`src/rtl/regfile_write_arbiter_if.sv`:
```
// regfile_write_arbiter_if
//   Bundles the writeback-stage request, the auxiliary producer handshake
//   and the register-file write port of regfile_write_arbiter.
//
//   master : the side that drives writeback/auxiliary requests and receives
//            aux_ready, stall_w and the rf_* write port.
//   slave  : the arbiter itself.
//
//   Signals
//     pipe_we_w / pipe_wa_w / pipe_wd_w : writeback enable, address, data
//     aux_valid / aux_wa / aux_wd       : auxiliary result offer
//     aux_ready                         : auxiliary FIFO can accept this cycle
//     stall_w                           : writeback must hold its inputs
//     rf_we / rf_wa / rf_wd             : register-file write port
interface regfile_write_arbiter_if;
    logic        pipe_we_w;
    logic [4:0]  pipe_wa_w;
    logic [31:0] pipe_wd_w;
    logic        aux_valid;
    logic [4:0]  aux_wa;
    logic [31:0] aux_wd;
    logic        aux_ready;
    logic        stall_w;
    logic        rf_we;
    logic [4:0]  rf_wa;
    logic [31:0] rf_wd;

    modport master (
        output pipe_we_w, pipe_wa_w, pipe_wd_w,
        output aux_valid, aux_wa, aux_wd,
        input  aux_ready, stall_w,
        input  rf_we, rf_wa, rf_wd
    );

    modport slave (
        input  pipe_we_w, pipe_wa_w, pipe_wd_w,
        input  aux_valid, aux_wa, aux_wd,
        output aux_ready, stall_w,
        output rf_we, rf_wa, rf_wd
    );
endinterface

```
`src/rtl/regfile_write_arbiter.sv`:
```
// regfile_write_arbiter
//   Shares the single register-file write port between the writeback stage
//   and one auxiliary multi-cycle producer. Auxiliary results wait in an
//   in-order FIFO and are written in cycles writeback leaves free. A queued
//   result is squashed when a younger writeback targets the same register.
//
//   Optional feature (macro RF_ARB_STARVE_GUARD_EN): a starvation counter
//   that raises stall_w for one cycle once a valid FIFO head has waited
//   STARVE_LIMIT cycles, letting the head drain. Without the macro stall_w
//   is tied low and queued entries drain only in pipe-idle cycles.
//
//   Parameters
//     DEPTH        : FIFO entries, power of two, >= 2
//     STARVE_LIMIT : cycles a valid head may wait before stall, >= 1
//
//   Ports
//     clk   : clock, all state updates on the rising edge
//     reset : asynchronous, active-high reset; empties the FIFO
//     bus   : regfile_write_arbiter_if.slave (writeback, aux, rf port)
module regfile_write_arbiter #(
    parameter int DEPTH        = 4,
    parameter int STARVE_LIMIT = 8
) (
    input  logic                    clk,
    input  logic                    reset,
    regfile_write_arbiter_if.slave  bus
);
    localparam int AW = $clog2(DEPTH);
    localparam int CW = AW + 1;

    if (DEPTH < 2 || (DEPTH & (DEPTH - 1)) != 0) begin : g_bad_depth
        $error("regfile_write_arbiter: DEPTH must be a power of two >= 2");
    end
    if (STARVE_LIMIT < 1) begin : g_bad_limit
        $error("regfile_write_arbiter: STARVE_LIMIT must be >= 1");
    end

    // FIFO storage; count includes squashed slots still awaiting their pop.
    logic [DEPTH-1:0] ent_valid;
    logic [4:0]       ent_wa [DEPTH];
    logic [31:0]      ent_wd [DEPTH];
    logic [AW-1:0]    rd_ptr;
    logic [AW-1:0]    wr_ptr;
    logic [CW-1:0]    count;

    logic pipe_req;
    logic head_present;
    logic head_valid;
    logic push;
    logic store;
    logic pop;
    logic stall;

    // aux_ready looks only at current occupancy, never at a same-cycle pop.
    assign bus.aux_ready = (count < CW'(DEPTH)) & ~reset;
    assign push          = bus.aux_valid & bus.aux_ready;
    // A push to r0 is accepted but never occupies a slot.
    assign store         = push & (bus.aux_wa != 5'd0);

    assign head_present  = (count != '0);
    assign head_valid    = head_present & ent_valid[rd_ptr];

    assign pipe_req = bus.pipe_we_w & (bus.pipe_wa_w != 5'd0) & ~stall & ~reset;
    // A squashed head leaves in any cycle; a valid head only when it wins.
    assign pop      = head_present & ~reset & (~head_valid | ~pipe_req);

    // Write-port grant: writeback first, then a valid FIFO head.
    always_comb begin
        // NOTE: every output gets a default before the branches so no
        // path leaves a value held, which would otherwise infer a latch.
        bus.rf_we = 1'b0;
        bus.rf_wa = 5'd0;
        bus.rf_wd = 32'd0;
        if (pipe_req) begin
            bus.rf_we = 1'b1;
            bus.rf_wa = bus.pipe_wa_w;
            bus.rf_wd = bus.pipe_wd_w;
        end else if (head_valid) begin
            bus.rf_we = 1'b1;
            bus.rf_wa = ent_wa[rd_ptr];
            bus.rf_wd = ent_wd[rd_ptr];
        end
    end

    // Pointers and occupancy.
    always_ff @(posedge clk or posedge reset) begin
        // NOTE: sequential state uses non-blocking assignments so every
        // register samples pre-edge values regardless of statement order.
        if (reset) begin
            rd_ptr <= '0;
            wr_ptr <= '0;
            count  <= '0;
        end else begin
            if (store) wr_ptr <= wr_ptr + 1'b1;
            if (pop)   rd_ptr <= rd_ptr + 1'b1;
            count <= count + CW'(store) - CW'(pop);
        end
    end

    // Entry storage and squash.
    // NOTE: the storage arrays carry no reset; an empty FIFO (count == 0)
    // already makes their contents irrelevant, and reset-free memories
    // map onto plain RAM/flop arrays without a reset tree.
    always_ff @(posedge clk) begin
        for (int i = 0; i < DEPTH; i++) begin
            if (pipe_req && ent_wa[i] == bus.pipe_wa_w)
                ent_valid[i] <= 1'b0;
        end
        // Written after the squash loop so a same-cycle push stays valid.
        if (store) begin
            ent_valid[wr_ptr] <= 1'b1;
            ent_wa[wr_ptr]    <= bus.aux_wa;
            ent_wd[wr_ptr]    <= bus.aux_wd;
        end
    end

`ifdef RF_ARB_STARVE_GUARD_EN
    localparam int SW = $clog2(STARVE_LIMIT + 1);
    logic [SW-1:0] starve_cnt;

    // Counts cycles a valid head waits; saturates at STARVE_LIMIT, where
    // the resulting stall forces a pop that clears it again.
    always_ff @(posedge clk or posedge reset) begin
        if (reset) begin
            starve_cnt <= '0;
        end else if (!head_present || pop) begin
            starve_cnt <= '0;
        end else if (head_valid && starve_cnt != SW'(STARVE_LIMIT)) begin
            starve_cnt <= starve_cnt + 1'b1;
        end
    end

    assign stall = (starve_cnt == SW'(STARVE_LIMIT));
`else
    assign stall = 1'b0;
`endif

    assign bus.stall_w = stall;
endmodule

```
`src/flat_wrapper.sv`:
```
// flat-port wrapper written by rule: the top's interface ports become plain ports
module regfile_write_arbiter_flat 
#(
    parameter int DEPTH        = 4,
    parameter int STARVE_LIMIT = 8
)
  (clk, reset, bus_pipe_we_w, bus_pipe_wa_w, bus_pipe_wd_w, bus_aux_valid, bus_aux_wa, bus_aux_wd, bus_aux_ready, bus_stall_w, bus_rf_we, bus_rf_wa, bus_rf_wd);
  regfile_write_arbiter_if bus_i ();
  input  logic clk;
  input  logic reset;
  input wire logic [$bits(bus_i.pipe_we_w)-1:0] bus_pipe_we_w;
  input wire logic [$bits(bus_i.pipe_wa_w)-1:0] bus_pipe_wa_w;
  input wire logic [$bits(bus_i.pipe_wd_w)-1:0] bus_pipe_wd_w;
  input wire logic [$bits(bus_i.aux_valid)-1:0] bus_aux_valid;
  input wire logic [$bits(bus_i.aux_wa)-1:0] bus_aux_wa;
  input wire logic [$bits(bus_i.aux_wd)-1:0] bus_aux_wd;
  output wire logic [$bits(bus_i.aux_ready)-1:0] bus_aux_ready;
  output wire logic [$bits(bus_i.stall_w)-1:0] bus_stall_w;
  output wire logic [$bits(bus_i.rf_we)-1:0] bus_rf_we;
  output wire logic [$bits(bus_i.rf_wa)-1:0] bus_rf_wa;
  output wire logic [$bits(bus_i.rf_wd)-1:0] bus_rf_wd;
  assign bus_i.pipe_we_w = bus_pipe_we_w;
  assign bus_i.pipe_wa_w = bus_pipe_wa_w;
  assign bus_i.pipe_wd_w = bus_pipe_wd_w;
  assign bus_i.aux_valid = bus_aux_valid;
  assign bus_i.aux_wa = bus_aux_wa;
  assign bus_i.aux_wd = bus_aux_wd;
  assign bus_aux_ready = bus_i.aux_ready;
  assign bus_stall_w = bus_i.stall_w;
  assign bus_rf_we = bus_i.rf_we;
  assign bus_rf_wa = bus_i.rf_wa;
  assign bus_rf_wd = bus_i.rf_wd;
  regfile_write_arbiter #(.DEPTH(DEPTH), .STARVE_LIMIT(STARVE_LIMIT)) u_core (.clk(clk), .reset(reset), .bus(bus_i));
endmodule
```
`config.mk`:
```
export PLATFORM = sky130hd
export DESIGN_NAME = regfile_write_arbiter_flat
export DESIGN_NICKNAME = d
export VERILOG_FILES = /design/src/rtl/regfile_write_arbiter_if.sv /design/src/rtl/regfile_write_arbiter.sv /design/src/flat_wrapper.sv
export SDC_FILE = /design/constraint.sdc
export NUM_CORES = 1
export LEC_CHECK = 0
export BUFFER_PORTS_ARGS = -buffer_cell sky130_fd_sc_hd__buf_2
export CAP_MARGIN = 20
export CORE_MARGIN = 2
export CORE_UTILIZATION = 55
export CTS_CLUSTER_SIZE = 30
export DETAILED_ROUTE_END_ITERATION = 12
export GPL_TIMING_DRIVEN = 1
export PLACE_DENSITY = 0.79
export RECOVER_POWER = 50
export SYNTH_ARGS = -nofsm -noshare
export SYNTH_HDL_FRONTEND = slang
export SYNTH_SLANG_ARGS = --single-unit
```
`constraint.sdc`:
```
create_clock -name clk -period 4.3 [get_ports clk]
set_input_delay 0.215 -clock clk [delete_from_list [all_inputs] [get_ports clk]]
set_output_delay 0.215 -clock clk [all_outputs]
set_load 0.1 [all_outputs]
```
==> results of run 1 <==
[critical path, stage by stage]
cell           delay (ps)
dlygate4sd3_1         540
clkbuf_1              130
nor2b_1               440
o31a_2                850
nor2_4                370
a22o_1                290
buf_2                 290
[layout by cell type, fill, tap and decap left out]
master	n
a21oi_1	1
and2_0	1
dlygate4sd3_1	3
buf_4	1
dfrtp_1	5
and2_2	3
nor2b_1	1
a22o_1	41
inv_1	8
ha_1	6
nand3_1	1
nor2_1	3
bufinv_16	6
clkbuf_16	17
mux2_2	1
dfrtp_2	2
xor2_1	14
clkbuf_2	1
inv_6	2
o311ai_0	1
clkbuf_1	39
nand2b_1	1
dfxtp_1	4
nand2_1	2
edfxtp_1	148
clkinvlp_4	1
mux4_2	38
nor2_4	1
or3_1	1
fa_1	1
buf_2	77
and2_1	1
nor3_1	6
o31a_2	1
conb_1	1
xnor2_1	11
clkinv_4	3
nand4_1	4
clkinv_1	2
[layout make-up]
cell class              instances  area share
multi-input cells             141       0.218
repair buffers                121      0.0731
well taps                     143      0.0228
inverters                       8     0.00382
clock inverters                14      0.0304
clock buffers                  17      0.0541
flip-flops and latches        159       0.598
[per-layer routing]
metal,global-route usage,share of wire
met3,0.0503,0.058
met4,0.0870,0.013
met1,0.258,0.40
met5,0,0
met2,0.343,0.53
[registers in the layout, summed over array words and instances (netlist names)]
register          cells
u_core.count          3
u_core.ent_valid      4
u_core.ent_wa        20
u_core.ent_wd       128
u_core.rd_ptr         2
u_core.wr_ptr         2
[per-stage QoR]
step | setup slack (ps) | hold WS (ps) | instance area [um^2] | std cells
floorplan | 647 | 18.4 | 6570 | 330
global placement | 1300 | 191 | 7220 | 569
detailed placement | 1180 | 200 | 7220 | 569
CTS | 980 | 0.0375 | 7910 | 603
global route | 681 | 53.0 | 7860 | 603
finish | 943 | 60.5 | 7860 | 603
[timing repair]
action	CTS	global route
hold buffers	3	0
endpoints found under the setup margin	0	0
hold endpoints to repair	12	0
[cell families (layout without fill, tap and decap cells)]
family / Yosys count / count (layout) / share of synthesized area
adders and majority gates: 7 / 7 / 0.0145
and+or+nand+nor: 25 / 25 / 0.0213
AOI/OAI and AO/OA: 44 / 44 / 0.0581
other: 1 / 1 / 0.000571
xor gates and xnor gates: 25 / 25 / 0.0333
muxes: 39 / 39 / 0.132
DFF: 159 / 159 / 0.715
buffers and inverters: 30 / 160 / 0.0253
[path summary, 6_finish.rpt]
check                           slack (ps)                 from  cells after the start                    to
worst max-delay path                   940                reset                      7         bus_rf_wd[10]
worst min-delay path                    60       bus_aux_wd[21]                      1  u_core.ent_wd[1][21]
worst max register to register        1020      u_core.count[2]                      4   u_core.ent_wa[1][3]
worst min register to register         490  u_core.ent_valid[3]                      1   u_core.ent_valid[3]
max in group asynchronous             3720                reset                      3      u_core.rd_ptr[1]
min in group asynchronous              330                reset                      3       u_core.count[2]
==> summary.txt, run 1 <==
Outcome
  • Status: finished, violations left
  • Failing checks: capacitance limit, slew limit

Drt
  • Routed WL per cell: 20.3 um
  • Initial DRC count: 258
  • Drt total wl: 12.2 mm
  • Pre-antenna DRT Iters: 4
  • Vias: roughly 3500
  • Vias per Instance: 5.81
  • # DRC: 0
  • Antenna Nets Post-Route: 0

Logic synthesis
  • Async set-reset flop share out of synthesis: 0.0440
  • Synth top cells by count: 148 x edfxtp_1, 41 x a22o_1, 38 x mux4_2, 14 x xor2_1, 11 x xnor2_1
  • Register area share after synthesis: 0.715
  • Seq cells post-synth: 159
  • Synth area leaders: edfxtp_1 68%, mux4_2 13%, a22o_1 5.5%
  • Post-synth EDFFs: 148
  • Most frequent cell after synthesis: edfxtp_1
  • Synth cell types: 30
  • Cell accounting for the most synthesized area: edfxtp_1
  • Most used DFF post-synth: edfxtp_1
  • Avg Cell Area, Syn: 19.9 um^2
  • Post-synthesis cell area: 6570 um^2
  • Yosys warnings: 0
  • Mapped Nets: 415
  • Share of the synthesized area in the top cell type: 0.676
  • Mapped Cells: 330

Critical path
  • Crit Path Category: in -> out
  • Crit. End Element: output pin
  • CP Max Fanout: 38
  • Crit path DAT: 3140 ps
  • Startpoint Class: primary input
  • WP data required: roughly 4100 ps

Flow run
  • Max cap viols: 2

Global route
  • Tot GR Track Use: 0.205
  • Gr ovfl total: 0
  • First-pass GRT wire length: roughly 19 mm
  • Vias in the first global route: 3701
  • Initial antenna violation count: 0
  • Largest net degree at the start of global routing: 40

STA
  • Final Max Tran Viols: 78
  • Setup Skew: roughly 9.8 ps
  • Final hold vios: 0
  • Fin crit period: around 3400 ps
  • Fmax: 0.298 GHz
  • Worst-margin pin slew: 1960 ps
  • Final count of negative-setup-slack endpoints: 0
  • Tcrit/Tclk final: 0.781
  • RSZ-0062 raised after global routing: no
  • Rel. slew slack: -0.303
  • Setup TNS Final: 0 ps

Clock tree
  • # clock sinks: 159
  • Clk_lat worst skew: 410 ps
  • CTS tree: yes
  • Num CTS Buffers: 17
  • CTS resizes: 0
  • Max Root-Sink Buffers: 2
  • # Post-CTS Setup Buffers: 0
  • H-tree Lvls: 4
  • Clock slew at reported path FFs: roughly 60 ps
  • Root buf cell: clkbuf_16

Place
  • Routability cong.: 0.796
  • I/O Buffers: roughly 120
  • HPWL Detailed: approximately 7.3 mm

Die
  • DIE HEIGHT: between 100 and 150 um
  • Die area: around 13000 um^2
  • Die width: 113 um
  • Core area: 11500 um^2
  • Initial core utilization: 0.571
  • Ports: 118
  • # rows: 39

Cells and area
  • Register area: 4700 um^2
  • Synth-to-layout area growth: 19.6%
  • # fillers: 762
  • Diodes inserted: 0
  • # nets final: 533
  • Fraction of layout cells with a size suffix above 1: 0.335
  • Multi-input gate area: 1710 um^2
  • Post-layout util: 0.683

Hold path
  • Hold WC Path Type: in -> reg
Power of run 1 is not shown: default switching activity piles up to over one toggle a cycle in this logic, so the estimate is an artifact.
==> run 2, diff against run 1 <==
--- a/config.mk
+++ b/config.mk
@@ -8,11 +8,11 @@
 export BUFFER_PORTS_ARGS = -buffer_cell sky130_fd_sc_hd__buf_2
 export CAP_MARGIN = 20
 export CORE_MARGIN = 2
-export CORE_UTILIZATION = 55
+export CORE_UTILIZATION = 50
 export CTS_CLUSTER_SIZE = 30
 export DETAILED_ROUTE_END_ITERATION = 12
 export GPL_TIMING_DRIVEN = 1
-export PLACE_DENSITY = 0.79
+export PLACE_DENSITY = 0.76
 export RECOVER_POWER = 50
 export SYNTH_ARGS = -nofsm -noshare
 export SYNTH_HDL_FRONTEND = slang
==> constraint.sdc (replaced) <==
create_clock -name clk -period 3.07 [get_ports clk]
set_input_delay 0.1535 -clock clk [delete_from_list [all_inputs] [get_ports clk]]
set_output_delay 0.1535 -clock clk [all_outputs]
set_load 0.1 [all_outputs]
==> run 2 against run 1 <==
Effect of this change:
- the flow now finishes without violations
- largest cell class unchanged
- highest routed layer unchanged
- final area increased by 13%
- first-iteration DRC count is 16% lower
- flip-flop and latch count unchanged
- via count up 6.3%
- register-to-register slack worse by 480 ps
- non-clock buffer count increased by 44
- sequential share of layout area fell by 7.1 points
- die area increased by 9.6%
- worst setup slack got worse by 720 ps
- clock skew down 3.8 ps
==> summary.txt, run 2 (same netlist as run 1, synthesis figures left out) <==
Outcome
  • Status: complete, no violations (was finished, violations left)

Drt
  • Vias: 3724 (was 3502)
  • Routed WL per cell: 20.5 um (was 20.3 um)
  • Antenna Nets Post-Route: 0 (unchanged)
  • Initial DRC count: 216 (was 258)
  • Drt total wl: 13.9 mm (was 12.2 mm)
  • Pre-antenna DRT Iters: 4 (unchanged)
  • # DRC: 0 (unchanged)
  • Vias per Instance: 5.50 (was 5.81)

Flow run
  • Max cap viols: 0 (was 2)

Die
  • Core area: 12700 um^2 (was 11500 um^2)
  • # rows: 41 (was 39)
  • Die width: 119 um (was 113 um)
  • Initial core utilization: 0.517 (was 0.571)
  • Die area: 14100 um^2 (was 12800 um^2)
  • Ports: 118 (unchanged)
  • DIE HEIGHT: 119 um (was 113 um)

Global route
  • Gr ovfl total: 0 (unchanged)
  • Vias in the first global route: 4045 (was 3701)
  • First-pass GRT wire length: 22.1 mm (was 19.4 mm)
  • Largest net degree at the start of global routing: 40 (unchanged)
  • Tot GR Track Use: 0.211 (was 0.205)
  • Initial antenna violation count: 1 (was 0)

STA
  • Final hold vios: 0 (unchanged)
  • Tcrit/Tclk final: 0.928
  • Fin crit period: 2850 ps
  • RSZ-0062 raised after global routing: no (unchanged)
  • Setup Skew: 5.97 ps (was 9.79 ps)
  • Fmax: around 0.35 GHz
  • Rel. slew slack: 0.227 (was -0.303)
  • Setup TNS Final: 0 ps (unchanged)
  • Worst-margin pin slew: 1160 ps (was 1960 ps)
  • Final Max Tran Viols: 0 (was 78)
  • Final count of negative-setup-slack endpoints: 0 (unchanged)

Clock tree
  • Num CTS Buffers: 17 (unchanged)
  • Clock slew at reported path FFs: 60 ps (about the same)
  • Max Root-Sink Buffers: 2 (unchanged)
  • H-tree Lvls: 4 (unchanged)
  • # clock sinks: 159 (unchanged)
  • Clk_lat worst skew: 420 ps (was 410 ps)
  • CTS resizes: 0 (unchanged)
  • Root buf cell: clkbuf_16 (unchanged)
  • CTS tree: yes (unchanged)

Place
  • I/O Buffers: 116 (unchanged)
  • Routability cong.: 0.868 (was 0.796)
  • HPWL Detailed: 8.42 mm (was 7.29 mm)

Critical path
  • Worst path cell trace: dlygate4sd3_1 > clkbuf_1 > nor2b_1 > o31a_2 > buf_4 > a22o_1 > buf_12 (was dlygate4sd3_1 > clkbuf_1 > nor2b_1 > o31a_2 > nor2_4 > a22o_1 > buf_2)
  • CP max stage cell: dlygate4sd3_1 (was o31a_2)
  • Crit Path Category: in -> out (unchanged)
  • Crit path DAT: 2700 ps (was 3140 ps)
  • CP max stage delay: 540 ps (was 850 ps)
  • Crit. End Element: output pin (unchanged)
  • Startpoint Class: primary input (unchanged)
  • WP data required: 2920 ps (was 4090 ps)
  • CP Max Fanout: 26 (was 38)

Cells and area
  • # nets final: 577 (was 533)
  • Register area: 4700 um^2 (unchanged)
  • Largest register FFs: 128 (unchanged)
  • Largest regs: u_core.ent_wd: 128 flops, u_core.ent_wa: 20 flops, u_core.ent_valid: 4 flops (unchanged)
  • Biggest register: u_core.ent_wd (unchanged)
  • Fraction of layout cells with a size suffix above 1: 0.313 (was 0.335)
  • Most frequent cells in the layout: 148 x edfxtp_1, 41 x a22o_1, 41 x clkbuf_1, 40 x buf_2, 40 x buf_12 (was 148 x edfxtp_1, 77 x buf_2, 41 x a22o_1, 39 x clkbuf_1, 38 x mux4_2)
  • Multi-input gate area: 1710 um^2 (about the same)
  • # fillers: 859 (was 762)
  • Synth-to-layout area growth: 35.6% (was 19.6%)
  • Most common cell after layout, fill and taps aside: edfxtp_1 (unchanged)

Hold path
  • Hold WC Path Type: in -> reg (unchanged)
[run 2: area by class of cell]
class,count,area share
multi-input combinational,141,0.192
antenna,1,0.000281
clock inverter,13,0.0272
sequential,159,0.527
tap,172,0.0241
clock buffer,18,0.0481
inverter,8,0.00337
timing repair buffer,165,0.178
[run 2: path summary, 6_finish.rpt]
check / start / end / slack (ps) / depth (start not counted)
min in group asynchronous: reset / u_core.count[0] / 280 / 3
max: reset / bus_rf_wd[22] / 220 / 7
min: bus_pipe_we_w / u_core.rd_ptr[1] / 200 / 4
max in group asynchronous: reset / u_core.rd_ptr[0] / 2540 / 3
min reg2reg: u_core.count[2] / u_core.count[2] / 510 / 1
max reg2reg: u_core.rd_ptr[0] / u_core.count[2] / 540 / 9
[run 2: through the flow]
step | setup slack, ps | hold WS (ps) | cell area [um^2] | util | instances
finish | 220 | 198 | 8910 | 0.701 | 677
global route | 125 | 216 | 8910 | 0.701 | 677
CTS | 267 | 188 | 8970 | 0.705 | 676
detailed placement | 567 | 146 | 7920 | 0.622 | 607
global placement | 645 | 138 | 7920 | 0.622 | 607
floorplan | 290 | -43.1 | 6580 | - | 330
[run 2: timing repair]
item                                   4_1_cts  5_1_grt
endpoints found under the hold margin      155        0
setup buffers                                0        0
hold buffers                                38        0
[run 2: worst max-delay path: cells and delay by family]
kind / cells / cell delay [ps]
AND/OR/NAND/NOR: 1 / 530
buffers and inverters: 4 / 1260
AO/OA/AOI/OAI: 2 / 740
[run 2: routing by layer]
metal	share of wire	vias up	track usage
met2	0.52	120	0.356
met1	0.41	1911	0.260
met3	0.049	19	0.0565
met5	0	-	0
met4	0.017	0	0.0833
li1	-	1674	-
Power of run 2 is left out for the same reason.
==> run 3, diff against run 2 <==
--- a/config.mk
+++ b/config.mk
@@ -12,7 +12,7 @@
 export CTS_CLUSTER_SIZE = 30
 export DETAILED_ROUTE_END_ITERATION = 12
 export GPL_TIMING_DRIVEN = 1
-export PLACE_DENSITY = 0.76
+export PLACE_DENSITY_LB_ADDON = 0.1
 export RECOVER_POWER = 50
 export SYNTH_ARGS = -nofsm -noshare
 export SYNTH_HDL_FRONTEND = slang
==> run 3 against run 2 <==
Effect of this change:
- worst hold slack better by 25 ps
- die area is the same
- clock-buffer cell count is 2 higher
- non-clock buffer count unchanged
- first-iteration DRC count decreased by 4.2%
- critical path type unchanged
- critical endpoint is now bus_rf_wd[3]
- largest cell class unchanged
- highest routed layer unchanged
==> summary.txt, run 3 (same netlist as run 1, synthesis figures left out) <==
Critical path
  • CP Max Fanout: 22 (was 26)
  • R2R Path End: u_core.ent_wd[1][2] (was u_core.count[2])
  • Crit path DAT: 2680 ps (was 2700 ps)
  • Critical Path Stages: 7 (unchanged)
  • Startpoint Class: primary input (unchanged)
  • Crit path launch: reset (unchanged)
  • CP max stage cell: o31a_2 (was dlygate4sd3_1)
  • End of the critical path: bus_rf_wd[3] (was bus_rf_wd[22])
  • Reg2reg setup slack: 370 ps (was 540 ps)
  • CP Buf/Inv Count: 4 (unchanged)
  • Top delay family on crit path: buffers and inverters (unchanged)
  • CP max stage delay: 570 ps (was 540 ps)
  • Worst path cell trace: dlygate4sd3_1 > clkbuf_1 > nor2b_1 > o31a_2 > buf_4 > a22o_1 > buf_12 (unchanged)
  • Worst R2R Path Depth: 6 (was 9)
  • Crit Path Category: in -> out (unchanged)
  • Critical R2R Launch: u_core.count[2] (was u_core.rd_ptr[0])
  • WP data required: 2920 ps (about the same)
  • Crit. End Element: output pin (unchanged)

Clock tree
  • # clock sinks: 159 (unchanged)
  • Num CTS Buffers: 17 (unchanged)
  • CTS tree: yes (unchanged)
  • # Post-CTS Setup Buffers: 0 (unchanged)
  • Max Root-Sink Buffers: 2 (unchanged)
  • Root buf cell: clkbuf_16 (unchanged)
  • H-tree Lvls: 4 (unchanged)
  • Clock slew at reported path FFs: 60 ps (about the same)
  • Clk_lat worst skew: 410 ps (was 420 ps)

Die
  • Core area: 12700 um^2 (unchanged)
  • Die width: 119 um (unchanged)
  • Ports: 118 (unchanged)
  • DIE HEIGHT: 119 um (unchanged)
  • Initial core utilization: 0.517 (unchanged)
  • # rows: 41 (unchanged)
  • Die area: 14100 um^2 (unchanged)

Global route
  • Vias in the first global route: 4009 (was 4045)
  • First-pass GRT wire length: 20.8 mm (was 22.1 mm)
  • Tot GR Track Use: 0.199 (was 0.211)
  • Gr ovfl total: 0 (unchanged)
  • Initial antenna violation count: 0 (was 1)
  • Largest net degree at the start of global routing: 40 (unchanged)

Cells and area
  • Post-layout util: 0.688 (was 0.701)
  • Biggest register: u_core.ent_wd (unchanged)
  • # nets final: 577 (unchanged)
  • Largest regs: u_core.ent_wd: 128 flops, u_core.ent_wa: 20 flops, u_core.ent_valid: 4 flops (unchanged)
  • Most frequent cells in the layout: 148 x edfxtp_1, 43 x clkbuf_1, 41 x a22o_1, 40 x buf_2, 40 x buf_12 (was 148 x edfxtp_1, 41 x a22o_1, 41 x clkbuf_1, 40 x buf_2, 40 x buf_12)
  • Final Cell Area: 8750 um^2 (was 8910 um^2)
  • Fraction of layout cells with a size suffix above 1: 0.308 (was 0.313)
  • Most common cell after layout, fill and taps aside: edfxtp_1 (unchanged)
  • Synth-to-layout area growth: 33.2% (was 35.6%)
  • Largest register FFs: 128 (unchanged)
  • Diodes inserted: 0 (was 1)

Drt
  • Pre-antenna DRT Iters: 4 (unchanged)
  • # DRC: 0 (unchanged)
  • Initial DRC count: 207 (was 216)
  • Vias: 3644 (was 3724)
  • Routed WL per cell: 19.5 um (was 20.5 um)
  • Drt total wl: 13.1 mm (was 13.9 mm)
  • Vias per Instance: 5.40 (was 5.50)
  • Antenna Nets Post-Route: 0 (unchanged)

Hold path
  • WHS Path Cells: 4 (unchanged)
  • Hold WC Path Type: in -> reg (unchanged)

Place
  • HPWL Detailed: 8.32 mm (was 8.42 mm)
  • Post-DP Area: 7920 um^2 (unchanged)
  • Routability cong.: 0.780 (was 0.868)
  • I/O Buffers: 116 (unchanged)

STA
  • Final Max Tran Viols: 0 (unchanged)
  • Worst-margin pin slew: 1160 ps (about the same)
  • Setup TNS Final: 0 ps (unchanged)
  • Fmax: 0.353 GHz (was 0.351 GHz)
  • RSZ-0062 raised after global routing: no (unchanged)
  • Fin crit period: 2840 ps (was 2850 ps)
  • Final count of negative-setup-slack endpoints: 0 (unchanged)
  • Setup Skew: 5.18 ps (was 5.97 ps)
  • Final hold vios: 0 (unchanged)
  • Rel. slew slack: 0.233 (was 0.227)
  • Tcrit/Tclk final: 0.923 (was 0.928)

Flow run
  • Max cap viols: 0 (unchanged)

Outcome
  • Status: complete, no violations (unchanged)
[run 3: changes by cell type in the layout (fill, tap and decap cells not counted), moves of 2 or more]
cell       previous run  this run
clkinv_1              3         5
and2_0                4         2
clkbuf_1             41        43
bufinv_16             7         1
[run 3: layout make-up]
class                   instances  area, um^2
inverters                       8        30.0
multi-input cells             141        1710
clock buffers                  20         437
well taps                     172         215
fillers                       898        3970
repair buffers                165        1580
flip-flops and latches        159        4700
clock inverters                10        73.8
[run 3: metrics by stage]
| step | setup WS (ps) | instances | hold slack (ps) |
|---|---|---|---|
| 6_report | 235 | 675 | 223 |
| 5_1_grt | 85.9 | 675 | 257 |
| 2_1_floorplan | 290 | 330 | -43.1 |
| 3_3_place_gp | 591 | 607 | 138 |
| 4_1_cts | 218 | 675 | 207 |
| 3_5_place_dp | 543 | 607 | 138 |
[run 3: worst min-delay path by stage]
stage,start,to,slack [ps]
global placement,reset,u_core.count[1],140
global route,bus_pipe_we_w,u_core.rd_ptr[1],260
detailed placement,reset,u_core.count[0],140
floorplan,reset,u_core.count[0],-40
finish,bus_pipe_we_w,u_core.rd_ptr[1],220
CTS,bus_pipe_we_w,u_core.rd_ptr[1],210
[run 3: repair_timing]
action,4_1_cts,5_1_grt
gates resized for setup,0,0
hold buffers,38,0
endpoints found under the hold margin,155,0
[run 3: worst min-delay path, cell delays in order]
cell      delay [ps]
buf_2             90
o311ai_0         140
nand3_1          130
xnor2_1           70
[run 3: layer usage]
layer	global-route usage	up-vias	routed length (um)
li1	-	1672	-
met1	0.240	1859	5420
met2	0.347	99	7000
met3	0.0560	14	556
met4	0.0632	0	160
met5	0	-	0
Power of run 3 is left out for the same reason.
